[src/rtl/dspm_way_seq_pkg.sv]
// Shared types and constants for the data-cache way repartitioning sequencer.
// Provides:
//   dspm_seq_state_e  - sequencer states (IDLE, FLUSH, SWEEP, COMMIT)
//   SPM_ERR_PATTERN   - word the SPM controller returns for ways that are not active
//   line_offset_width - byte-offset width of one cache line, $clog2(LINE_WIDTH/8)
package dspm_way_seq_pkg;

    typedef enum logic [1:0] {
        IDLE   = 2'd0,
        FLUSH  = 2'd1,
        SWEEP  = 2'd2,
        COMMIT = 2'd3
    } dspm_seq_state_e;

    localparam logic [63:0] SPM_ERR_PATTERN = 64'hBADC_AB1E_BADC_AB1E;

    function automatic int unsigned line_offset_width(input int unsigned line_width);
        return $clog2(line_width / 8);
    endfunction

endpackage

[src/rtl/dspm_way_seq_counter.sv]
// Natural up-counter used as the sweep line index.
// Ports:
//   clk_i   - clock
//   rst_i   - asynchronous active-high reset (count -> 0)
//   clear_i - synchronous clear, has priority over en_i
//   en_i    - increment by one, wraps naturally at 2**WIDTH
//   q_o     - current count
module dspm_way_seq_counter #(
    parameter int unsigned WIDTH = 8
) (
    input  logic             clk_i,
    input  logic             rst_i,
    input  logic             clear_i,
    input  logic             en_i,
    output logic [WIDTH-1:0] q_o
);

    logic [WIDTH-1:0] r_count;

    always_ff @(posedge clk_i or posedge rst_i) begin
        if (rst_i) begin
            r_count <= '0;
        end else if (clear_i) begin
            r_count <= '0;
        end else if (en_i) begin
            r_count <= r_count + WIDTH'(1);
        end
    end

    assign q_o = r_count;

endmodule

[src/rtl/dspm_way_seq.sv]
// Sequences moving data-cache ways between cache mode and scratchpad (SPM) mode.
// A new SPM way mask is accepted from the CSR file; ways entering SPM mode first
// trigger a cache write-back/invalidate, then every line of each changed way is
// zeroed through the SRAM mux before the new mask is published.
// Ports:
//   clk_i, rst_i          - clock, asynchronous active-high reset
//   cfg_ways_i/valid/ready - requested SPM way mask handshake
//   flush_req_o/ack_i     - write-back request to the cache controller, pulse ack
//   busy_o                - sequencer owns the SRAM mux
//   gnt_i                 - SRAM mux accepted the current sweep beat
//   req_o/addr_o/wdata_o/we_o/be_o - sweep write port towards the data-cache SRAMs
//   active_ways_o         - ways usable by the SPM controller
//   cache_ways_o          - ways usable by the cache
module dspm_way_seq
    import dspm_way_seq_pkg::*;
#(
    parameter int unsigned NR_WAYS      = 4,
    parameter int unsigned NR_SETS      = 256,
    parameter int unsigned LINE_WIDTH   = 128,
    parameter int unsigned MEMORY_WIDTH = 172,
    parameter int unsigned IDX_WIDTH    = 12
) (
    input  logic                          clk_i,
    input  logic                          rst_i,
    input  logic [NR_WAYS-1:0]            cfg_ways_i,
    input  logic                          cfg_valid_i,
    output logic                          cfg_ready_o,
    output logic                          flush_req_o,
    input  logic                          flush_ack_i,
    output logic                          busy_o,
    input  logic                          gnt_i,
    output logic [NR_WAYS-1:0]            req_o,
    output logic [IDX_WIDTH-1:0]          addr_o,
    output logic [MEMORY_WIDTH-1:0]       wdata_o,
    output logic                          we_o,
    output logic [(MEMORY_WIDTH+7)/8-1:0] be_o,
    output logic [NR_WAYS-1:0]            active_ways_o,
    output logic [NR_WAYS-1:0]            cache_ways_o
);

    localparam int unsigned IDX_BITS = (NR_SETS > 1) ? $clog2(NR_SETS) : 1;
    localparam int unsigned OFFS     = line_offset_width(LINE_WIDTH);

    dspm_seq_state_e    r_state;
    dspm_seq_state_e    w_state_next;
    logic [NR_WAYS-1:0] r_active;
    logic [NR_WAYS-1:0] r_target;
    logic [NR_WAYS-1:0] r_changed;
    logic [IDX_BITS-1:0] w_idx;
    logic [IDX_WIDTH-1:0] w_idx_ext;
    logic                w_cfg_hs;
    logic                w_beat;
    logic                w_last_beat;
    logic                w_in_seq;

    assign w_cfg_hs    = cfg_valid_i && (r_state == IDLE);
    assign w_beat      = (r_state == SWEEP) && gnt_i;
    assign w_last_beat = w_beat && (w_idx == IDX_BITS'(NR_SETS - 1));
    assign w_in_seq    = (r_state != IDLE);

    // Clearing on the last beat also covers non-power-of-two set counts.
    dspm_way_seq_counter #(
        .WIDTH (IDX_BITS)
    ) u_idx_cnt (
        .clk_i   (clk_i),
        .rst_i   (rst_i),
        .clear_i (w_last_beat || (r_state == COMMIT)),
        .en_i    (w_beat),
        .q_o     (w_idx)
    );

    always_ff @(posedge clk_i or posedge rst_i) begin
        if (rst_i) begin
            r_state <= IDLE;
        end else begin
            r_state <= w_state_next;
        end
    end

    always_ff @(posedge clk_i or posedge rst_i) begin
        if (rst_i) begin
            r_active  <= '0;
            r_target  <= '0;
            r_changed <= '0;
        end else begin
            if (w_cfg_hs) begin
                r_target  <= cfg_ways_i;
                r_changed <= cfg_ways_i ^ r_active;
            end
            if (r_state == COMMIT) begin
                r_active <= r_target;
            end
        end
    end

    always_comb begin
        w_state_next = r_state;
        unique case (r_state)
            IDLE: begin
                if (cfg_valid_i && ((cfg_ways_i ^ r_active) != '0)) begin
                    // Only ways entering SPM mode may hold dirty cache lines.
                    if ((cfg_ways_i & ~r_active) != '0) begin
                        w_state_next = FLUSH;
                    end else begin
                        w_state_next = SWEEP;
                    end
                end
            end
            FLUSH: begin
                if (flush_ack_i) begin
                    w_state_next = SWEEP;
                end
            end
            SWEEP: begin
                if (w_last_beat) begin
                    w_state_next = COMMIT;
                end
            end
            COMMIT: begin
                w_state_next = IDLE;
            end
            default: begin
                w_state_next = IDLE;
            end
        endcase
    end

    assign w_idx_ext = IDX_WIDTH'(w_idx);

    always_comb begin
        req_o   = '0;
        addr_o  = '0;
        wdata_o = '0;
        we_o    = 1'b0;
        be_o    = '0;
        if (r_state == SWEEP) begin
            req_o  = r_changed;
            addr_o = w_idx_ext << OFFS;
            we_o   = 1'b1;
            be_o   = '1;
        end
    end

    assign cfg_ready_o = (r_state == IDLE);
    assign flush_req_o = (r_state == FLUSH);
    assign busy_o      = w_in_seq;

    // Ways in transition belong to neither side until COMMIT has finished.
    assign active_ways_o = w_in_seq ? (r_active & ~r_changed) : r_active;
    assign cache_ways_o  = w_in_seq ? (~r_active & ~r_changed) : ~r_active;

endmodule
[config.mk]
export PLATFORM = sky130hd
export DESIGN_NAME = dspm_way_seq
export DESIGN_NICKNAME = d
export VERILOG_FILES = /design/src/rtl/dspm_way_seq_pkg.sv /design/src/rtl/dspm_way_seq_counter.sv /design/src/rtl/dspm_way_seq.sv
export SDC_FILE = /design/constraint.sdc
export NUM_CORES = 1
export LEC_CHECK = 0
export CAP_MARGIN = 10
export CELL_PAD_IN_SITES_DETAIL_PLACEMENT = 1
export CELL_PAD_IN_SITES_GLOBAL_PLACEMENT = 1
export CORE_UTILIZATION = 21
export CTS_BUF_LIST = sky130_fd_sc_hd__clkbuf_16
export DETAILED_ROUTE_END_ITERATION = 7
export GPL_ROUTABILITY_DRIVEN = 0
export PLACE_DENSITY = 0.78
export SETUP_SLACK_MARGIN = 0.5
export SLEW_MARGIN = 20
export SYNTH_ARGS = -nofsm -noshare
export SYNTH_HDL_FRONTEND = slang
export SYNTH_SLANG_ARGS = --single-unit
[constraint.sdc]
create_clock -name clk_i -period 2.4 [get_ports clk_i]
set_input_delay 0.48 -clock clk_i [delete_from_list [all_inputs] [get_ports clk_i]]
set_output_delay 0.48 -clock clk_i [all_outputs]
set_load 0.03 [all_outputs]
==> flow_metrics.tcl <==
set metrics [dict create \
    synth_top_area_share_pct 54.97 \
    post-route-drc-count 0 \
    swShare_pct 54.50 \
    cp.arrival_ns 2.11 \
    leakagePower_uw 0.001587 \
    power_frac_clock_pct 9.9 \
    max_freq_mhz 506.5 \
    grt-ovfl-total 0 \
    area_delta_synth_final_pct 8.838 \
    synth_edf_count 0 \
    internal-power_uw 1655 \
    grt_use_total_pct 7.154 \
    rsz0062_at_grt "yes" \
    final_cells 551 \
    pwr-share-comb_pct 71.6 \
    p_per_area_nw_per_um2 1236 \
    critPathLaunchType "flop" \
    use_met3_pct 1.151 \
    drtIter0Drc 21 \
    grt_max_degree 23 \
    hp-class "reg2reg" \
    placed_cells 531 \
    drive_gt1_share_pct 24.27 \
    dr.pass1.iters 4 \
    wl_mm 5.723 \
    cts_root_buf "clkbuf_16" \
    cts.sinks 22 \
    routed-via-count 1679 \
    synthTopCellsByArea "buf_4 (55%), dfrtp_1 (20%), ha_1 (4.2%)" \
    cts_htree_levels 1 \
    status "complete, no violations" \
    synth_flop_cell "dfrtp_1" \
    grt_use_met2_pct 13.85 \
    ir_worst_vdd_mv 0.3181 \
    grt_pass1_vias 1348 \
    end_kind "flop" \
    hold_viol 0 \
    viasPerCell 3.047 \
    fin_skew_ns 0.004059 \
    maxSlewViolCount 0 \
    final-setup-viol-count 0 \
    ant_nets 0 \
    switching_power_uw 1982 \
    path_clk_slew_ns 0.06 \
    p_seq_share_pct 18.4 \
    cts_buffers 3 \
    post_drt_wl_per_cell_um 10.39 \
    post-route-min-period_ns 1.974 \
    yosysMostFrequentCell "buf_4" \
    initial_core_util_pct 21.51 \
    hold_buffers 0 \
    postSynthAreaPerCell_sq_um 8.243 \
    clock_latency_ns 0.26 \
    synthArstFlopShare_pct 100.0 \
    ios 231 \
    ys_ff_latch 22 \
    core_sq_um 12570 \
    timing.max_cap.violations 0 \
    cp_max_fo 14 \
    die_h_um 115.5 \
    grt_most_used_layer "met2" \
    cts_tree "built" \
    syn_inst 328 \
    hpwl_mm 4.178 \
    ys_seq_area_share_pct 20.36 \
    diodes 0 \
    crit_required_ns 2.54 \
    die-area_sq_um 13330 \
    antenna_found_initial 0 \
    crit_type "reg2reg" \
    port_buffers 54 \
    nets 398 \
    worstRegToRegCells 7 \
    setup_tns_ns 0 \
    die_x_um 115.5 \
    holdPathStages 2 \
    ys_warn_count 0 \
    syn_area_sq_um 2704 \
    cts.path.max_buffers 2 \
    grt_first_pass_wirelength_mm 7.403 \
    gr-usage-met1_pct 7.858 \
    core.rowCount 41 \
    min_period_over_period_pct 82.26 \
    yosys-top-cells-count "buf_4 (198), dfrtp_1 (22), nand2_1 (15)" \
    fillerInstances 1556 \
    synth_largest_area_cell "buf_4" \
    ys_types 26 \
]
==> power groups by stage <==
stage / Sequential, uW / Combinational (uW) / Clock [uW]
finish: 671 / 2610 / 361
detailed placement: 652 / 2330 / 0
global route: 685 / 2760 / 380
global placement: 636 / 2280 / 0
CTS: 637 / 2360 / 361
floorplan: 608 / 2040 / 0
==> flip-flops by register name (all words and copies together), names as in the netlist <==
name,cells
u_idx_cnt.q_o,8
r_active,4
r_changed,4
r_target,4
r_state,2
==> layer usage <==
layer  up-vias  share of wire (%)  wire length (um)
li1        758                  -                 -
met1       806                 35              2029
met2       109                 55              3121
met3         6                8.9               512
met4         0                1.0                60
met5         -                  0                 0
==> stage by stage <==
| stage | utilization (%) | power [uW] | hold WS [ns] | worst slack (ns) | cell area, sq um |
|---|---|---|---|---|---|
| 2_1_floorplan | - | 2645 | 0.4444 | 0.4947 | 3446 |
| 3_3_place_gp | 21.63 | 2917 | 0.4561 | 0.1474 | 2719 |
| 3_5_place_dp | 21.63 | 2985 | 0.4797 | 0.07591 | 2719 |
| 4_1_cts | 22.34 | 3356 | 0.4938 | 0.4402 | 2808 |
| 5_1_grt | 23.41 | 3829 | 0.5243 | 0.3584 | 2943 |
| 6_report | 23.41 | 3637 | 0.5013 | 0.4257 | 2943 |
==> placed cells by master (no fill, tap or decap), drive strengths merged, types with 6 or more instances in the layout <==
| master | n |
|---|---|
| a21oi | 11 |
| and2 | 12 |
| buf | 50 |
| clkbuf | 8 |
| clkdlybuf4s15 | 7 |
| clkdlybuf4s50 | 8 |
| conb | 176 |
| dfrtp | 22 |
| ha | 9 |
| inv | 12 |
| mux2 | 6 |
| nand2 | 15 |
| nor2 | 6 |
| o21ai | 10 |
==> critical path, cell delays in order (launching register included) <==
cell	delay (ns)
dfrtp_1	0.40
inv_2	0.09
ha_4	0.17
buf_12	0.14
nand4_1	0.11
o31a_1	0.32
a211o_1	0.31
mux2_4	0.31
==> area by class of cell <==
class | instances | area, sq um | share of cell area, %
flip-flops and latches | 22 | 551.8 | 18.75
multi-input cells | 267 | 1385 | 47.07
clock buffers | 3 | 75.07 | 2.551
inverters | 12 | 57.56 | 1.956
repair buffers | 73 | 645.6 | 21.94
well taps | 172 | 215.2 | 7.313
clock inverters | 1 | 3.754 | 0.1276
repair inverters | 1 | 8.758 | 0.2976
==> logic make-up after synthesis <==
logic type,count (synthesis),share of synthesized area [%]
buffers and inverters,214,57.20
and+or+nand+nor,45,8.329
AOI/OAI and AO/OA,25,5.091
DFF,22,20.36
adders and majority gates,9,4.165
xor gates and xnor gates,6,1.944
muxes,6,2.776
other,1,0.1387
==> worst paths after layout <==
check | start | end | slack, ns
worst max-delay path | r_state[0]$_DFFE_PP0P_ | r_state[0]$_DFFE_PP0P_ | 0.43
worst min-delay path | r_target[0]$_DFFE_PP0P_ | r_active[0]$_DFFE_PP0P_ | 0.50
worst max register to register | r_state[0]$_DFFE_PP0P_ | r_state[0]$_DFFE_PP0P_ | 0.43
worst min register to register | r_target[0]$_DFFE_PP0P_ | r_active[0]$_DFFE_PP0P_ | 0.50
max in group asynchronous | rst_i | r_state[1]$_DFFE_PP0P_ | 1.57
min in group asynchronous | rst_i | r_target[1]$_DFFE_PP0P_ | 0.57
==> timing repair <==
| action | CTS | global route |
|---|---|---|
| gates cloned | 0 | 1 |
| gates resized for setup | 202 | 48 |
| endpoints found under the setup margin | 48 | 41 |
| pin swaps | 1 | 12 |
| setup buffers | 9 | 6 |
Note: power is estimated with default switching activity, not from simulation.
